### config.mk
export PLATFORM = sky130hd
export DESIGN_NAME = sin_channel_scheduler_flat
export DESIGN_NICKNAME = d
export VERILOG_FILES = /design/src/rtl/sin_channel_scheduler_if.sv /design/src/rtl/sin_channel_scheduler.sv /design/src/flat_wrapper.sv
export SDC_FILE = /design/constraint.sdc
export NUM_CORES = 1
export LEC_CHECK = 0
export BUFFER_PORTS_ARGS = -buffer_cell sky130_fd_sc_hd__buf_2
export CAP_MARGIN = 20
export CORE_ASPECT_RATIO = 1.4
export CORE_UTILIZATION = 50
export CTS_BUF_LIST = sky130_fd_sc_hd__clkbuf_8 sky130_fd_sc_hd__clkbuf_16
export CTS_CLUSTER_SIZE = 14
export DETAILED_ROUTE_END_ITERATION = 16
export PLACE_DENSITY = 0.77
export SYNTH_ARGS = -nofsm -noshare
export SYNTH_HDL_FRONTEND = slang
export SYNTH_SLANG_ARGS = --single-unit
### constraint.sdc
create_clock -name clk -period 7.04 [get_ports clk]
set_input_delay 0.352 -clock clk [delete_from_list [all_inputs] [get_ports clk]]
set_output_delay 0.352 -clock clk [all_outputs]
set_load 0.05 [all_outputs]
### src/rtl/sin_channel_scheduler_if.sv
// Bundle of sequencer control, config, sine-unit and sample-output signals.
// master = environment (drives control/config/sin_y/out_ready), slave = scheduler.
interface sin_channel_scheduler_if #(
  parameter int NCH   = 4,
  parameter int ACC_W = 16
);
  localparam int CH_W = $clog2(NCH);

  logic             enable;
  logic             sync_clr;
  logic             cfg_we;
  logic [CH_W-1:0]  cfg_ch;
  logic [ACC_W-1:0] cfg_inc;
  logic [9:0]       sin_x;
  logic [7:0]       sin_y;
  logic             out_valid;
  logic             out_ready;
  logic [CH_W-1:0]  out_ch;
  logic [7:0]       out_sample;

  modport master (
    output enable, sync_clr, cfg_we, cfg_ch, cfg_inc, sin_y, out_ready,
    input  sin_x, out_valid, out_ch, out_sample
  );

  modport slave (
    input  enable, sync_clr, cfg_we, cfg_ch, cfg_inc, sin_y, out_ready,
    output sin_x, out_valid, out_ch, out_sample
  );
endinterface

### src/rtl/sin_channel_scheduler.sv
// Round-robin DDS sequencer sharing one combinational sine lookup across NCH accumulators.
// Two cycles per sample (LOOKUP, PRESENT); a stalled sample holds until accepted.
module sin_channel_scheduler #(
  parameter int NCH   = 4,
  parameter int ACC_W = 16
) (
  input  logic                    clk,
  input  logic                    reset,
  sin_channel_scheduler_if.slave  bus
);
  localparam int CH_W = $clog2(NCH);

  typedef enum logic [1:0] {
    S_IDLE    = 2'd0,
    S_LOOKUP  = 2'd1,
    S_PRESENT = 2'd2
  } state_t;

  state_t           state_q, state_d;
  logic [CH_W-1:0]  ch_ptr_q, ch_ptr_d;
  logic [CH_W-1:0]  out_ch_q, out_ch_d;
  logic             out_valid_q, out_valid_d;
  logic [7:0]       out_sample_q, out_sample_d;
  logic [ACC_W-1:0] acc_q [NCH];
  logic [ACC_W-1:0] acc_d [NCH];
  logic [ACC_W-1:0] inc_q [NCH];
  logic [ACC_W-1:0] inc_d [NCH];
  logic             hs;
  logic [CH_W-1:0]  ch_nxt;

  assign hs     = (state_q == S_PRESENT) && bus.out_ready;
  assign ch_nxt = (ch_ptr_q == CH_W'(NCH - 1)) ? '0 : ch_ptr_q + 1'b1;

  // Phase of the current channel is always driven; only the LOOKUP-cycle value is consumed.
  assign bus.sin_x      = acc_q[ch_ptr_q][ACC_W-1 -: 10];
  assign bus.out_valid  = out_valid_q;
  assign bus.out_ch     = out_ch_q;
  assign bus.out_sample = out_sample_q;

  always_comb begin
    state_d      = state_q;
    ch_ptr_d     = ch_ptr_q;
    out_ch_d     = out_ch_q;
    out_valid_d  = out_valid_q;
    out_sample_d = out_sample_q;
    for (int i = 0; i < NCH; i++) begin
      acc_d[i] = acc_q[i];
      inc_d[i] = inc_q[i];
    end

    case (state_q)
      S_IDLE: begin
        out_valid_d = 1'b0;
        if (bus.enable) state_d = S_LOOKUP;
      end
      S_LOOKUP: begin
        out_sample_d = bus.sin_y;
        out_ch_d     = ch_ptr_q;
        out_valid_d  = 1'b1;
        state_d      = S_PRESENT;
      end
      S_PRESENT: begin
        if (hs) begin
          acc_d[ch_ptr_q] = acc_q[ch_ptr_q] + inc_q[ch_ptr_q];
          ch_ptr_d        = ch_nxt;
          out_valid_d     = 1'b0;
          state_d         = bus.enable ? S_LOOKUP : S_IDLE;
        end
      end
      default: begin
        out_valid_d = 1'b0;
        state_d     = S_IDLE;
      end
    endcase

    // Accumulation above reads inc_q, so a same-cycle write only affects later handshakes.
    if (bus.cfg_we && (int'(bus.cfg_ch) < NCH)) inc_d[bus.cfg_ch] = bus.cfg_inc;

    if (bus.sync_clr) begin
      for (int i = 0; i < NCH; i++) acc_d[i] = '0;
      ch_ptr_d    = '0;
      out_valid_d = 1'b0;
      state_d     = bus.enable ? S_LOOKUP : S_IDLE;
    end
  end

  always_ff @(posedge clk or posedge reset) begin
    if (reset) begin
      state_q      <= S_IDLE;
      ch_ptr_q     <= '0;
      out_ch_q     <= '0;
      out_valid_q  <= 1'b0;
      out_sample_q <= '0;
      for (int i = 0; i < NCH; i++) begin
        acc_q[i] <= '0;
        inc_q[i] <= '0;
      end
    end else begin
      state_q      <= state_d;
      ch_ptr_q     <= ch_ptr_d;
      out_ch_q     <= out_ch_d;
      out_valid_q  <= out_valid_d;
      out_sample_q <= out_sample_d;
      for (int i = 0; i < NCH; i++) begin
        acc_q[i] <= acc_d[i];
        inc_q[i] <= inc_d[i];
      end
    end
  end
endmodule
### src/flat_wrapper.sv
// flat-port wrapper written by rule: the top's interface ports become plain ports
module sin_channel_scheduler_flat 
#(
  parameter int NCH   = 4,
  parameter int ACC_W = 16
)
  (clk, reset, bus_enable, bus_sync_clr, bus_cfg_we, bus_cfg_ch, bus_cfg_inc, bus_sin_y, bus_out_ready, bus_sin_x, bus_out_valid, bus_out_ch, bus_out_sample);
  sin_channel_scheduler_if #(.NCH(NCH), .ACC_W(ACC_W)) bus_i ();
  input  logic clk;
  input  logic reset;
  input wire logic [$bits(bus_i.enable)-1:0] bus_enable;
  input wire logic [$bits(bus_i.sync_clr)-1:0] bus_sync_clr;
  input wire logic [$bits(bus_i.cfg_we)-1:0] bus_cfg_we;
  input wire logic [$bits(bus_i.cfg_ch)-1:0] bus_cfg_ch;
  input wire logic [$bits(bus_i.cfg_inc)-1:0] bus_cfg_inc;
  input wire logic [$bits(bus_i.sin_y)-1:0] bus_sin_y;
  input wire logic [$bits(bus_i.out_ready)-1:0] bus_out_ready;
  output wire logic [$bits(bus_i.sin_x)-1:0] bus_sin_x;
  output wire logic [$bits(bus_i.out_valid)-1:0] bus_out_valid;
  output wire logic [$bits(bus_i.out_ch)-1:0] bus_out_ch;
  output wire logic [$bits(bus_i.out_sample)-1:0] bus_out_sample;
  assign bus_i.enable = bus_enable;
  assign bus_i.sync_clr = bus_sync_clr;
  assign bus_i.cfg_we = bus_cfg_we;
  assign bus_i.cfg_ch = bus_cfg_ch;
  assign bus_i.cfg_inc = bus_cfg_inc;
  assign bus_i.sin_y = bus_sin_y;
  assign bus_i.out_ready = bus_out_ready;
  assign bus_sin_x = bus_i.sin_x;
  assign bus_out_valid = bus_i.out_valid;
  assign bus_out_ch = bus_i.out_ch;
  assign bus_out_sample = bus_i.out_sample;
  sin_channel_scheduler #(.NCH(NCH), .ACC_W(ACC_W)) u_core (.clk(clk), .reset(reset), .bus(bus_i));
endmodule
# After elaboration in Yosys (flattened, before gate mapping)
# Index checks and enable logic that the tools add are counted.
dict set report word_totals {
  register_bits 143
  word_cells 61
  in_bits 32
  output_inout_bits 21
}
dict set report op_classes {
  eq_ne 5
  magnitude_cmp 4
  n_mux 27
  n_reduce_logical 8
  add_sub_neg 2
  bitwise_logic 2
}
# operator count
set op_table {}
lappend op_table {{$mux 64} 3}
lappend op_table {{$bwmux 64} 2}
lappend op_table {{$mux 16} 6}
lappend op_table {{$bmux 16 s2} 2}
lappend op_table {{$demux 16 s2} 2}
lappend op_table {{$add 16x16->16} 1}
lappend op_table {{$mux 2} 7}
lappend op_table {{$ge 3x3->1 const B} 2}
lappend op_table {{$lt 3x1->1 const B} 2}
lappend op_table {{$not 2->3} 2}
lappend op_table {{$pmux 2 s3} 1}
lappend op_table {{$eq 2x2->1 const B} 2}
lappend op_table {{$reduce_and 2->1} 2}
lappend op_table {{$reduce_bool 2->1} 2}
lappend op_table {{$logic_and 1x1->1} 3}
lappend op_table {{$mux 1} 3}
lappend op_table {{$ne 3x2->1 const B} 1}
lappend op_table {{$ne 3x3->1 const B} 1}
lappend op_table {{$add 2x1->2 const B} 1}
lappend op_table {{$eq 2x1->1 const B} 1}
lappend op_table {{$logic_not 2->1} 1}
lappend op_table {{$pmux 1 s2} 1}

# Depth between registers and ports, before layout
dict set report depth {
  word_depth 9
  depth_mapped 11
}

# Worst setup path after synthesis
# OpenSTA, ideal clock, no wires.
dict set report synth_path {
  kind {register -> register}
  from {register u_core.ch_ptr_q[0]}
  to {register u_core.acc_q[13] (netlist name)}
  path_stages_with_launch 11
  slack_ps 3791
  path_buffers 2
  arrival_time_ps 3124
  setup_ps 125
  cell_sequence {dfrtp_1 > buf_2 > buf_2 > mux4_2 > ha_1 > a21oi_1 > o21bai_1 > a21oi_2 > mux2_2 > a41oi_1 > nand2_1}
}
dict set report synth_via {
  elab_chain_cells 9
  word_cells_on_any_way 17
  classes_between {add/sub (1); order compare (2); mux (12); bitwise (1); reduce/logical (1)}
}
# item line
set synth_rtl {}
lappend synth_rtl {{from (decl)} sin_channel_scheduler.sv:20} ;# logic [CH_W-1:0] ch_ptr_q, ch_ptr_d;
lappend synth_rtl {{from (signal assigned)} sin_channel_scheduler.sv:100} ;# ch_ptr_q <= ch_ptr_d;
lappend synth_rtl {{$not 2->3} n/a}
lappend synth_rtl {{$bmux 16 s2} n/a}
lappend synth_rtl {{$mux 16 (2 in a row)} n/a}
lappend synth_rtl {{via bus_sin_x[4]} flat_wrapper.sv:18} ;# output wire logic [$bits(bus_i.sin_x)-1:0] bus_sin_x;
lappend synth_rtl {{$add 16x16->16} sin_channel_scheduler.sv:64} ;# acc_d[ch_ptr_q] = acc_q[ch_ptr_q] + inc_q[ch_ptr_q];
lappend synth_rtl {{$bwmux 64} sin_channel_scheduler.sv:64}
lappend synth_rtl {{$mux 64} sin_channel_scheduler.sv:63} ;# if (hs) begin
lappend synth_rtl {{$mux 64} sin_channel_scheduler.sv:51} ;# case (state_q)
lappend synth_rtl {{$mux 64} sin_channel_scheduler.sv:79} ;# if (bus.sync_clr) begin
lappend synth_rtl {{to (signal, indexed assignment)} sin_channel_scheduler.sv:105} ;# acc_q[i] <= acc_d[i];
lappend synth_rtl {{to (decl)} sin_channel_scheduler.sv:24} ;# logic [ACC_W-1:0] acc_q [NCH];
# The timed path passes the listed nets, and every way through them passes these cells. The select of a mux whose other input is x is not followed.
# A chain may end at the register's enable or synchronous reset.

# Worst setup path after layout
dict set report layout_path {
  from {register u_core.ch_ptr_q[0]}
  to {register u_core.acc_q[13] (netlist name)}
}
dict set report layout_via {
  elab_chain_cells 9
  word_cells_on_any_way 17
  classes_between {add/sub (1); order compare (2); mux (12); bitwise (1); reduce/logical (1)}
}
# item line
set layout_rtl {}
lappend layout_rtl {{$not 2->3 (implied by the code) (*)} sin_channel_scheduler.sv:64}
lappend layout_rtl {{$bmux 16 s2, or another cell as far along} sin_channel_scheduler.sv:64}
lappend layout_rtl {{$mux 16 (implied by the code) or $logic_and 1x1->1 (tied branches)} sin_channel_scheduler.sv:64}
lappend layout_rtl {{$mux 16 (implied by the code)} sin_channel_scheduler.sv:64}
lappend layout_rtl {{$add 16x16->16 or $demux 16 s2 (tied branches)} sin_channel_scheduler.sv:64}
lappend layout_rtl {{$bwmux 64 (*)} sin_channel_scheduler.sv:64}
lappend layout_rtl {{$mux 64 (*)} sin_channel_scheduler.sv:63}
lappend layout_rtl {{$mux 64 (*)} sin_channel_scheduler.sv:51}
lappend layout_rtl {{$mux 64 (*)} sin_channel_scheduler.sv:79}
# Mark *: on every way between the ends. The rest lies on a longest branch, timed or not. The select of a mux whose other input is x is not followed.

==> results.toml <==
[setup_path]
end_kind = "register"
crit_path_start_kind = "register"
critPathMaxStageDelay_ps = 680
crit_fanout = 23
required_ps = 7340
crit_arrival_ps = 4000
path_cells = "buf_4 > mux4_2 > ha_1 > a21oi_1 > o21bai_1 > a21oi_2 > mux2_2 > a41oi_1 > nand2_1"
critPathKind = "reg2reg"
critPathSlowestCell = "dfrtp_2"

[sta]
skew_ps = 9.09
finalSetupTns_ps = 0
setup_ws_ps = 3340
period_share_pct = 52.5
fmax_mhz = 270
tightest_slew_ps = 1190
maxSlewHeadroom_pct = 20.8
fin_crit_ps = 3700
drv_slew = 0
grt_setup_unrepaired = "false"
hold_violations = 0
setup_viol = 0

[power_and_ir_drop]
power.density_mw_per_mm2 = 288
peakVddDrop_v = 0.000148
cellLeakagePower_nw = 3.58

[synthesis]
yosys.area.top_type = "dfrtp_1"
yosys_warnings = 0
synth_top_family_by_area = "multiplexers"
seq_area_frac_synth_pct = 51.3
synth-compound-area-share_pct = 13.0
synth_simple_gate_area_share_pct = 5.31
netlist_top_cells_area = "dfrtp_1 (51%), mux2_2 (12%), mux4_2 (10%), a22o_1 (6.2%), ha_1 (3.4%)"
synthesis.nets = 567
netlist_area_mm2 = 0.00697
synthCells = 515
synthXorXnorAreaFrac_pct = 1.87
synth_top_area_share_pct = 51.3
synth-seq-cells = 143
synth_fa_ha_area_share_pct = 3.70
synth_cell_types = 48
muxShareOfSynthArea_pct = 22.6
syn_avg_cell_area_um2 = 13.5

[drt]
drc = 0
ant_nets = 0
vias = 4709
totalWireLength_um = 15800
drt_first_iter_violations = 282
first_pass_iters = 5
wl_per_cell_um = 20.8
viasPerCell = 6.20

[die]
die_width_um = 102
die_y_um = 142
core_area_mm2 = 0.0135
io_pins = 53
core.rowCount = 50
start_util_pct = 51.6
die_area_mm2 = 0.0144

[global_routing]
overflow = 0
grt_pass1_vias = 5091
grt_first_pass_wirelength_um = 26100
grtUsageTotal_pct = 24.2
grt_max_degree = 88
antenna_found_initial = 0

[placed_design]
portBuffers = 52
globalplace.congestion = 0.888
dpl.hpwl_um = 10100
post-place-ws_ps = 3360

[clocking]
clock_latency_ps = 430
cts_sinks = 143
postCtsHoldBufs = 1
cts_setup_buffers = 0
cts_inserted_buffers = 17
clkSlewWorstSetupHoldPaths_ps = 60
cts_tree = "built"
cts_buffer_depth = 2
cts_resized = 0
htree_levels = 4
clockRootBuffer = "clkbuf_16"

[outcome]
outcome = "finished, final reports clean"

[final_layout]
final_cell_mix = "dfrtp_1 (142), mux2_2 (76), buf_2 (52)"
layout-drive-gt1-share_pct = 38.1
fin_nets = 616
diodes = 0
final_common_cell = "dfrtp_1"
syn2layout_area_growth_pct = 16.0

[flow_run]
drv_cap = 0

[worst_hold_path]
min_path_type = "in2reg"
==> where the power goes <==
part	internal (mW)	total [mW]	leakage, nW	switching, mW
logic	0.162	0.386	1.42	0.224
clock network	0.635	0.991	0.326	0.356
registers	0.906	0.950	1.84	0.0442
total	1.70	2.33	3.58	0.625
==> critical path: cells and delay by family (launching register included) <==
family / cells / cell delay (ps)
compound gates: 4 / 900
buf+inv: 1 / 510
flops: 1 / 680
simple gates: 1 / 100
fa+ha+maj: 1 / 390
mux: 2 / 960
==> cell usage after synthesis, drive strengths merged <==
library cell	instances
o211ai	2
nand4b	1
o31ai	2
nor3	1
a41oi	4
nand2	31
fa	1
nand2b	1
nand4	2
a21o	1
dfrtp	143
mux2	76
a211oi	2
a21oi	25
o21bai	2
o21ai	20
clkbuf	17
a2111oi	1
a21boi	1
o311ai	1
and2	5
or3	1
inv	9
and3	1
xnor2	11
mux4	32
ha	19
xor2	3
and4bb	1
nand3b	3
nor3b	2
o21a	2
a32oi	4
a22o	49
nand3	7
a311oi	1
nor2	20
buf	11
==> layout make-up <==
class / count / area [um^2]
clock inverter: 11 / 176
clock buffer: 21 / 480
fill: 1063 / 5430
timing repair buffer: 58 / 328
sequential: 143 / 3580
inverter: 9 / 38.8
tap: 182 / 228
multi-input combinational: 335 / 3250
==> per-layer routing <==
| layer | track usage, % | wire length, um | up-vias |
|---|---|---|---|
| li1 | - | - | 2049 |
| met1 | 28.6 | 6290 | 2436 |
| met2 | 41.7 | 8270 | 177 |
| met3 | 4.98 | 781 | 47 |
| met4 | 11.7 | 472 | 0 |
| met5 | 0 | 0 | - |
==> flip-flops by register name (all words and copies together) (netlist names) <==
name / cells
u_core.state_q: 2
u_core.bus.out_valid: 1
u_core.acc_q: 64
u_core.bus.out_sample: 8
u_core.inc_q: 64
u_core.ch_ptr_q: 2
u_core.bus.out_ch: 2
==> through the flow <==
| stage | total power, mW | cell area, um^2 | hold slack (ps) | cells | util [%] |
|---|---|---|---|---|---|
| after floorplan | 1.25 | 6970 | 445 | 515 | - |
| after global placement | 1.32 | 7390 | 414 | 725 | 54.7 |
| after detailed placement | 1.34 | 7390 | 427 | 725 | 54.7 |
| after CTS | 2.33 | 8060 | 140 | 758 | 59.6 |
| after global routing | 2.41 | 8090 | 148 | 759 | 59.8 |
| final | 2.33 | 8090 | 144 | 759 | 59.8 |
==> path summary, 6_finish.rpt <==
kind	slack, ps	end	from	cells past startpoint
worst max register to register	3340	u_core.acc_q[13]$_DFFE_PP0P_	u_core.ch_ptr_q[0]$_DFFE_PP0P_	9
worst min-delay path	140	u_core.state_q[0]$_DFFE_PP0P_	bus_enable	2
min in group asynchronous	520	u_core.inc_q[48]$_DFFE_PP0P_	reset	3
worst max-delay path	3340	u_core.acc_q[13]$_DFFE_PP0P_	u_core.ch_ptr_q[0]$_DFFE_PP0P_	9
max in group asynchronous	5440	u_core.acc_q[59]$_DFFE_PP0P_	reset	5
worst min register to register	490	u_core.acc_q[47]$_DFFE_PP0P_	u_core.acc_q[47]$_DFFE_PP0P_	2
==> logic make-up (layout without fill, tap and decap cells) <==
kind of cell	Yosys count	in the layout
xor gates and xnor gates	14	14
muxes	108	108
buffers and inverters	37	99
AOI/OAI and AO/OA	117	117
DFF	143	143
and+or+nand+nor	76	76
adders and majority gates	20	20
Note: power is estimated with default switching activity, not from simulation.
